--- src/rtl/fft16_top.sv ---
// Iterative 16-point radix-2 DIT FFT with one shared butterfly and one complex multiplier.
// Runs LOAD (1) -> CALC (4 stages x 8 butterflies x 2 cycles) -> DONE (1) continuously.
module fft16_top #(
    parameter int N      = 16,
    parameter int Q      = 8,
    parameter int STAGES = 4
) (
    input  logic         i_clk,
    input  logic         i_rst,
    input  logic [N-1:0] in0_re,  in1_re,  in2_re,  in3_re,
    input  logic [N-1:0] in4_re,  in5_re,  in6_re,  in7_re,
    input  logic [N-1:0] in8_re,  in9_re,  in10_re, in11_re,
    input  logic [N-1:0] in12_re, in13_re, in14_re, in15_re,
    input  logic [N-1:0] in0_im,  in1_im,  in2_im,  in3_im,
    input  logic [N-1:0] in4_im,  in5_im,  in6_im,  in7_im,
    input  logic [N-1:0] in8_im,  in9_im,  in10_im, in11_im,
    input  logic [N-1:0] in12_im, in13_im, in14_im, in15_im,
    output logic [N-1:0] out0_re,  out1_re,  out2_re,  out3_re,
    output logic [N-1:0] out4_re,  out5_re,  out6_re,  out7_re,
    output logic [N-1:0] out8_re,  out9_re,  out10_re, out11_re,
    output logic [N-1:0] out12_re, out13_re, out14_re, out15_re,
    output logic [N-1:0] out0_im,  out1_im,  out2_im,  out3_im,
    output logic [N-1:0] out4_im,  out5_im,  out6_im,  out7_im,
    output logic [N-1:0] out8_im,  out9_im,  out10_im, out11_im,
    output logic [N-1:0] out12_im, out13_im, out14_im, out15_im,
    output logic         o_FFT_cycle_done,
    output logic [N-1:0] w_out0_re_butterfly, w_out0_im_butterfly,
    output logic [N-1:0] w_out1_re_butterfly, w_out1_im_butterfly,
    output logic [N-1:0] w_Mux0_out0_re_butterfly_in, w_Mux0_out0_im_butterfly_in,
    output logic [N-1:0] w_Mux0_out1_re_butterfly_in, w_Mux0_out1_im_butterfly_in,
    output logic [N-1:0] w_Mux0_out_twiddle_re, w_Mux0_out_twiddle_im,
    output logic [1:0]   o_Mux_switcher_butterfly,
    output logic         o_butterfly_done,
    output logic         w_mutiplier_done
);
    localparam int PW = 2 * N + 1;

    typedef enum logic [1:0] {LOAD, CALC, DONE} state_t;

    state_t              r_state;
    logic [5:0]          r_cnt;
    logic signed [N-1:0] r_mem_re [16];
    logic signed [N-1:0] r_mem_im [16];
    logic signed [N-1:0] r_p_re, r_p_im;
    logic [15:0][N-1:0]  r_out_re, r_out_im;
    logic [15:0][N-1:0]  w_in_re, w_in_im;

    logic                w_calc;
    logic [1:0]          w_stage;
    logic [2:0]          w_bfly;
    logic [3:0]          w_top, w_bot;
    logic [2:0]          w_tw_k;
    logic signed [N-1:0] w_rom_re, w_rom_im;
    logic signed [N-1:0] w_a_re, w_a_im, w_b_re, w_b_im, w_tw_re, w_tw_im;
    logic signed [N-1:0] w_p_re, w_p_im;
    logic signed [N-1:0] w_sum_re, w_sum_im, w_dif_re, w_dif_im;

    assign w_in_re = {in15_re, in14_re, in13_re, in12_re, in11_re, in10_re, in9_re, in8_re,
                      in7_re,  in6_re,  in5_re,  in4_re,  in3_re,  in2_re,  in1_re, in0_re};
    assign w_in_im = {in15_im, in14_im, in13_im, in12_im, in11_im, in10_im, in9_im, in8_im,
                      in7_im,  in6_im,  in5_im,  in4_im,  in3_im,  in2_im,  in1_im, in0_im};
    assign {out15_re, out14_re, out13_re, out12_re, out11_re, out10_re, out9_re, out8_re,
            out7_re,  out6_re,  out5_re,  out4_re,  out3_re,  out2_re,  out1_re, out0_re} = r_out_re;
    assign {out15_im, out14_im, out13_im, out12_im, out11_im, out10_im, out9_im, out8_im,
            out7_im,  out6_im,  out5_im,  out4_im,  out3_im,  out2_im,  out1_im, out0_im} = r_out_im;

    function automatic logic [3:0] bitrev(input logic [3:0] v);
        return {v[0], v[1], v[2], v[3]};
    endfunction

    assign w_calc  = (r_state == CALC);
    assign w_stage = r_cnt[5:4];
    assign w_bfly  = r_cnt[3:1];

    // Top index places bit s of the address at 0 and j below it; twiddle exponent is j << (3-s).
    always_comb begin
        w_top  = 4'd0;
        w_tw_k = 3'd0;
        case (w_stage)
            2'd0:    begin w_top = {w_bfly, 1'b0};                   w_tw_k = 3'd0;                end
            2'd1:    begin w_top = {w_bfly[2:1], 1'b0, w_bfly[0]};   w_tw_k = {w_bfly[0], 2'b00};  end
            2'd2:    begin w_top = {w_bfly[2], 1'b0, w_bfly[1:0]};   w_tw_k = {w_bfly[1:0], 1'b0}; end
            default: begin w_top = {1'b0, w_bfly};                   w_tw_k = w_bfly;              end
        endcase
    end
    assign w_bot = w_top | (4'd1 << w_stage);

    always_comb begin
        w_rom_re = 16'h0100;
        w_rom_im = 16'h0000;
        case (w_tw_k)
            3'd0:    begin w_rom_re = 16'h0100; w_rom_im = 16'h0000; end
            3'd1:    begin w_rom_re = 16'h00ED; w_rom_im = 16'hFF9E; end
            3'd2:    begin w_rom_re = 16'h00B5; w_rom_im = 16'hFF4B; end
            3'd3:    begin w_rom_re = 16'h0062; w_rom_im = 16'hFF13; end
            3'd4:    begin w_rom_re = 16'h0000; w_rom_im = 16'hFF00; end
            3'd5:    begin w_rom_re = 16'hFF9E; w_rom_im = 16'hFF13; end
            3'd6:    begin w_rom_re = 16'hFF4B; w_rom_im = 16'hFF4B; end
            default: begin w_rom_re = 16'hFF13; w_rom_im = 16'hFF9E; end
        endcase
    end

    assign w_a_re  = w_calc ? r_mem_re[w_top] : '0;
    assign w_a_im  = w_calc ? r_mem_im[w_top] : '0;
    assign w_b_re  = w_calc ? r_mem_re[w_bot] : '0;
    assign w_b_im  = w_calc ? r_mem_im[w_bot] : '0;
    assign w_tw_re = w_calc ? w_rom_re : '0;
    assign w_tw_im = w_calc ? w_rom_im : '0;

    assign w_Mux0_out0_re_butterfly_in = w_a_re;
    assign w_Mux0_out0_im_butterfly_in = w_a_im;
    assign w_Mux0_out1_re_butterfly_in = w_b_re;
    assign w_Mux0_out1_im_butterfly_in = w_b_im;
    assign w_Mux0_out_twiddle_re       = w_tw_re;
    assign w_Mux0_out_twiddle_im       = w_tw_im;
    assign o_Mux_switcher_butterfly    = w_calc ? w_stage : 2'd0;

    // Full-precision products, floor-shifted by Q, keeping the low N bits of the result.
    assign w_p_re = N'((PW'(w_b_re) * PW'(w_tw_re) - PW'(w_b_im) * PW'(w_tw_im)) >>> Q);
    assign w_p_im = N'((PW'(w_b_re) * PW'(w_tw_im) + PW'(w_b_im) * PW'(w_tw_re)) >>> Q);

    assign w_sum_re = w_a_re + r_p_re;
    assign w_sum_im = w_a_im + r_p_im;
    assign w_dif_re = w_a_re - r_p_re;
    assign w_dif_im = w_a_im - r_p_im;

    always_ff @(posedge i_clk) begin
        if (i_rst) begin
            r_state <= LOAD;
            r_cnt   <= '0;
            r_p_re  <= '0;
            r_p_im  <= '0;
            // NOTE: working memory is cleared too, so an aborted run leaves no partial results behind.
            for (int i = 0; i < 16; i++) begin
                r_mem_re[i] <= '0;
                r_mem_im[i] <= '0;
            end
            r_out_re            <= '0;
            r_out_im            <= '0;
            w_out0_re_butterfly <= '0;
            w_out0_im_butterfly <= '0;
            w_out1_re_butterfly <= '0;
            w_out1_im_butterfly <= '0;
            o_FFT_cycle_done    <= 1'b0;
            o_butterfly_done    <= 1'b0;
            w_mutiplier_done    <= 1'b0;
        end else begin
            o_FFT_cycle_done <= 1'b0;
            o_butterfly_done <= 1'b0;
            w_mutiplier_done <= 1'b0;
            case (r_state)
                LOAD: begin
                    for (int n = 0; n < 16; n++) begin
                        r_mem_re[bitrev(4'(n))] <= w_in_re[n];
                        r_mem_im[bitrev(4'(n))] <= w_in_im[n];
                    end
                    r_cnt   <= '0;
                    r_state <= CALC;
                end
                CALC: begin
                    if (!r_cnt[0]) begin
                        r_p_re           <= w_p_re;
                        r_p_im           <= w_p_im;
                        w_mutiplier_done <= 1'b1;
                    end else begin
                        // NOTE: A is re-read here; memory only changes at this edge, so it is still the cycle-1 operand.
                        r_mem_re[w_top]     <= w_sum_re;
                        r_mem_im[w_top]     <= w_sum_im;
                        r_mem_re[w_bot]     <= w_dif_re;
                        r_mem_im[w_bot]     <= w_dif_im;
                        w_out0_re_butterfly <= w_sum_re;
                        w_out0_im_butterfly <= w_sum_im;
                        w_out1_re_butterfly <= w_dif_re;
                        w_out1_im_butterfly <= w_dif_im;
                        o_butterfly_done    <= 1'b1;
                    end
                    if (r_cnt == 6'(STAGES * 16 - 1)) r_state <= DONE;
                    r_cnt <= r_cnt + 6'd1;
                end
                DONE: begin
                    for (int i = 0; i < 16; i++) begin
                        r_out_re[i] <= r_mem_re[i];
                        r_out_im[i] <= r_mem_im[i];
                    end
                    o_FFT_cycle_done <= 1'b1;
                    r_state          <= LOAD;
                end
                default: r_state <= LOAD;
            endcase
        end
    end
endmodule

--- config.mk ---
export PLATFORM = sky130hd
export DESIGN_NAME = fft16_top
export DESIGN_NICKNAME = d
export VERILOG_FILES = /design/src/rtl/fft16_top.sv
export SDC_FILE = /design/constraint.sdc
export NUM_CORES = 2
export LEC_CHECK = 0
export CAP_MARGIN = 15
export CELL_PAD_IN_SITES_DETAIL_PLACEMENT = 1
export CELL_PAD_IN_SITES_GLOBAL_PLACEMENT = 2
export CORE_UTILIZATION = 31
export CTS_CLUSTER_DIAMETER = 60
export DETAILED_ROUTE_END_ITERATION = 8
export GPL_TIMING_DRIVEN = 0
export PLACE_DENSITY_LB_ADDON = 0.1
export SYNTH_ARGS = -nofsm -noshare
export SYNTH_HDL_FRONTEND = slang
export SYNTH_SLANG_ARGS = --single-unit
--- constraint.sdc ---
create_clock -name i_clk -period 9.25 [get_ports i_clk]
set_input_delay 1.3875 -clock i_clk [delete_from_list [all_inputs] [get_ports i_clk]]
set_output_delay 1.3875 -clock i_clk [all_outputs]
set_load 0.005 [all_outputs]
==> results.toml <==
[outcome]
status = "complete, but fails checks"
violations = "setup timing"

[finish]
fin_nets = 12560
drive_gt1_share_pct = 12.7
reg.largest.list = "r_mem_im: 256 flops, r_mem_re: 256 flops"
fillers = 29711
fin_area_um2 = 113000
area_delta_synth_final_pct = 37.0

[cts]
clockBufferDepth = 3
clock_sinks = 1129
cts_tree = "yes"
clkLatencyLatePin_ns = 0.86
holdBufCountCts = 0
clk_pin_slew_ns = 0.06
cts_buffers = 142
cts_root_buf = "clkbuf_16"
htree_num_levels = 4

[die]
dieHeight_um = 517
die_x_um = 517
rows = 188
core_area_um2 = 263000
top_level_ports = 1191
die_area_um2 = 268000
initial_core_util_pct = 31.3

[grt]
grtUsageTotal_pct = 50.2
grt_max_degree = 33
grt_pass1_vias = 89425
grt_first_pass_wirelength_mm = 873
overflow = 0
antenna_found_initial = 91

[place]
dp_hpwl_mm = 568
port_buffers = 1188
gp_congestion = 1.10
place_area_um2 = 101000

[yosys]
yosysWarningCount = 0
ys_async_sr_fraction_pct = 0
synth_top_area_share_pct = 18.7
syn_area_um2 = 82300
synth_edf_count = 512
ys_top_cells_by_area = "edfxtp_1 19%, fa_1 18%, dfxtp_1 15%"
syn_nets = 10831
synth-main-ff-cell = "dfxtp_1"
syn_inst = 9206
ys_types = 118
yosysMostFrequentCell = "nand2_1"
synth_common_cells = "1,694 x nand2_1, 1,161 x inv_1, 755 x fa_1, 736 x a21oi_1, 724 x nor2_1"
avgSynthCellArea_um2 = 8.94
ys_seq_area_share_pct = 33.7
synth_seq_cells = 1129
synth_largest_area_cell = "edfxtp_1"

[setup_path]
cp-startpoint = "r_cnt[2]$_SDFFE_PP0P_"
critPathRequiredTime_ns = 9.99
arrival_ns = 11.09
crit_path_end_kind = "register"
cp_slowest_cell = "fa_2"
start_kind = "register"
worstPathMaxFanout = 10
cpPeakStageDelay_ns = 0.60
r2r-start = "r_cnt[2]$_SDFFE_PP0P_"
path_class = "register to register"

[sta]
skew_ns = 0.0718
rsz0062_at_grt = "true"
whs_ns = 0.454
fin_crit_sh_pct = 112
worst_pin_slew_ns = 1.46
slew_headroom_pct = 2.03
fin_crit_ns = 10.35
fmax_mhz = 96.6
finalHoldViolCount = 0
finalSetupViolations = 66
fin_ws_ns = -1.10
slew_viol_final = 0

[drt]
drtIter0Drc = 14982
via_per_inst = 6.30
num_vias = 92096
wl_per_cell_um = 47.0
route.detailed.drc = 0
ant_nets = 0
routed_wl_mm = 686
first_pass_iters = 9

[power]
leakagePower_nw = 44.6
p_per_area_nw_per_um2 = 145
ir_drop_mv = 0.198

[worst_hold_path]
min_path_type = "register to register"
hp-start = "out3_re[12]$_SDFFE_PP0P_"

[run]
max-cap-violations = 0
## cell families after synthesis
logic type,Yosys count,share of synthesized area [%]
AOI/OAI and AO/OA,2091,17.6
xor gates and xnor gates,143,1.60
adders and majority gates,1112,23.8
buffers and inverters,1853,8.91
DFF,1129,33.7
muxes,12,0.157
other,1,0.00456
and+or+nand+nor,2865,14.3
## worst paths after layout
kind | to | slack [ns] | cells after the start
max | r_p_re[15]$_SDFFE_PP0P_ | -1.10 | 39
min | out3_re[12]$_SDFFE_PP0P_ | 0.45 | 2
max reg2reg | r_p_re[15]$_SDFFE_PP0P_ | -1.10 | 39
min reg2reg | out3_re[12]$_SDFFE_PP0P_ | 0.45 | 2
## layer usage
layer | GRT usage (%) | up-vias | part of all wire (%)
met2 | 68.7 | 7966 | 39
met4 | 36.1 | 46 | 9.0
li1 | - | 34696 | -
met1 | 63.7 | 47427 | 38
met5 | 1.48 | - | 0.13
met3 | 19.3 | 1961 | 14
## repair_timing
item                                    CTS  global route
buffers inserted                        179            80
endpoints found under the setup margin  180           113
hold endpoints to repair                  0             0
gates resized for setup                 859           229
pin swaps                               150           167
cloned                                    2             0
## cell usage in the layout, fill, tap and decap left out, drive strengths merged, types with 27 or more instances in the layout
| master | instances |
|---|---|
| a221o | 100 |
| a21oi | 736 |
| a22oi | 109 |
| a211oi | 60 |
| nor3 | 143 |
| clkbuf | 695 |
| dfxtp | 617 |
| buf | 576 |
| ha | 356 |
| fa | 755 |
| nand3 | 72 |
| o21ai | 232 |
| o31ai | 37 |
| a221oi | 40 |
| edfxtp | 512 |
| o22a | 126 |
| nand2 | 1695 |
| a31oi | 27 |
| clkdlybuf4s50 | 1188 |
| nand2b | 31 |
| xnor2 | 114 |
| a222oi | 32 |
| o221ai | 371 |
| diode | 41 |
| clkinv | 42 |
| o22ai | 52 |
| or3 | 34 |
| nor2 | 725 |
| and3 | 40 |
| xor2 | 27 |
| inv | 1165 |
## critical path: cells and delay by family (launching register included)
| kind | cells | cell delay (ns) |
|---|---|---|
| buf+inv | 16 | 2.50 |
| compound gates | 4 | 1.02 |
| fa+ha+maj | 8 | 3.79 |
| xor+xnor | 6 | 1.38 |
| simple gates | 5 | 1.08 |
| flops | 1 | 0.34 |
## layout make-up
class	instances	area, um2	share of cell area [%]
well taps	3515	4400	3.90
clock inverters	64	882	0.782
plain buffers	667	4330	3.84
repair buffers	1594	16800	14.9
clock buffers	199	3910	3.47
diodes	41	103	0.0910
multi-input cells	6224	50000	44.3
inverters	1177	4600	4.08
flip-flops and latches	1129	27700	24.6
## power by group
| group | internal [W] | leakage [nW] | switching, W |
|---|---|---|---|
| clock | 0.00328 | 2.31 | 0.00260 |
| sequential | 0.00545 | 10.6 | 0.000560 |
| combinational | 0.00131 | 31.7 | 0.00314 |
| total | 0.0100 | 44.6 | 0.00630 |
## stage by stage
stage | cells | setup WS, ns | utilization, % | TNS [ns] | total power, W
6_report | 14610 | -1.10 | 42.8 | -16.52 | 0.0163
5_1_grt | 14575 | -1.17 | 42.8 | -13.87 | 0.0163
4_1_cts | 14470 | -0.863 | 42.1 | -7.40 | 0.0159
3_5_place_dp | 14033 | -5.59 | 38.3 | -191.61 | 0.00992
3_3_place_gp | 13909 | -6.51 | 37.5 | -732.66 | 0.00962
2_1_floorplan | 9206 | 0.000907 | - | 0 | 0.00710
Note: power is estimated with default switching activity, not from simulation.
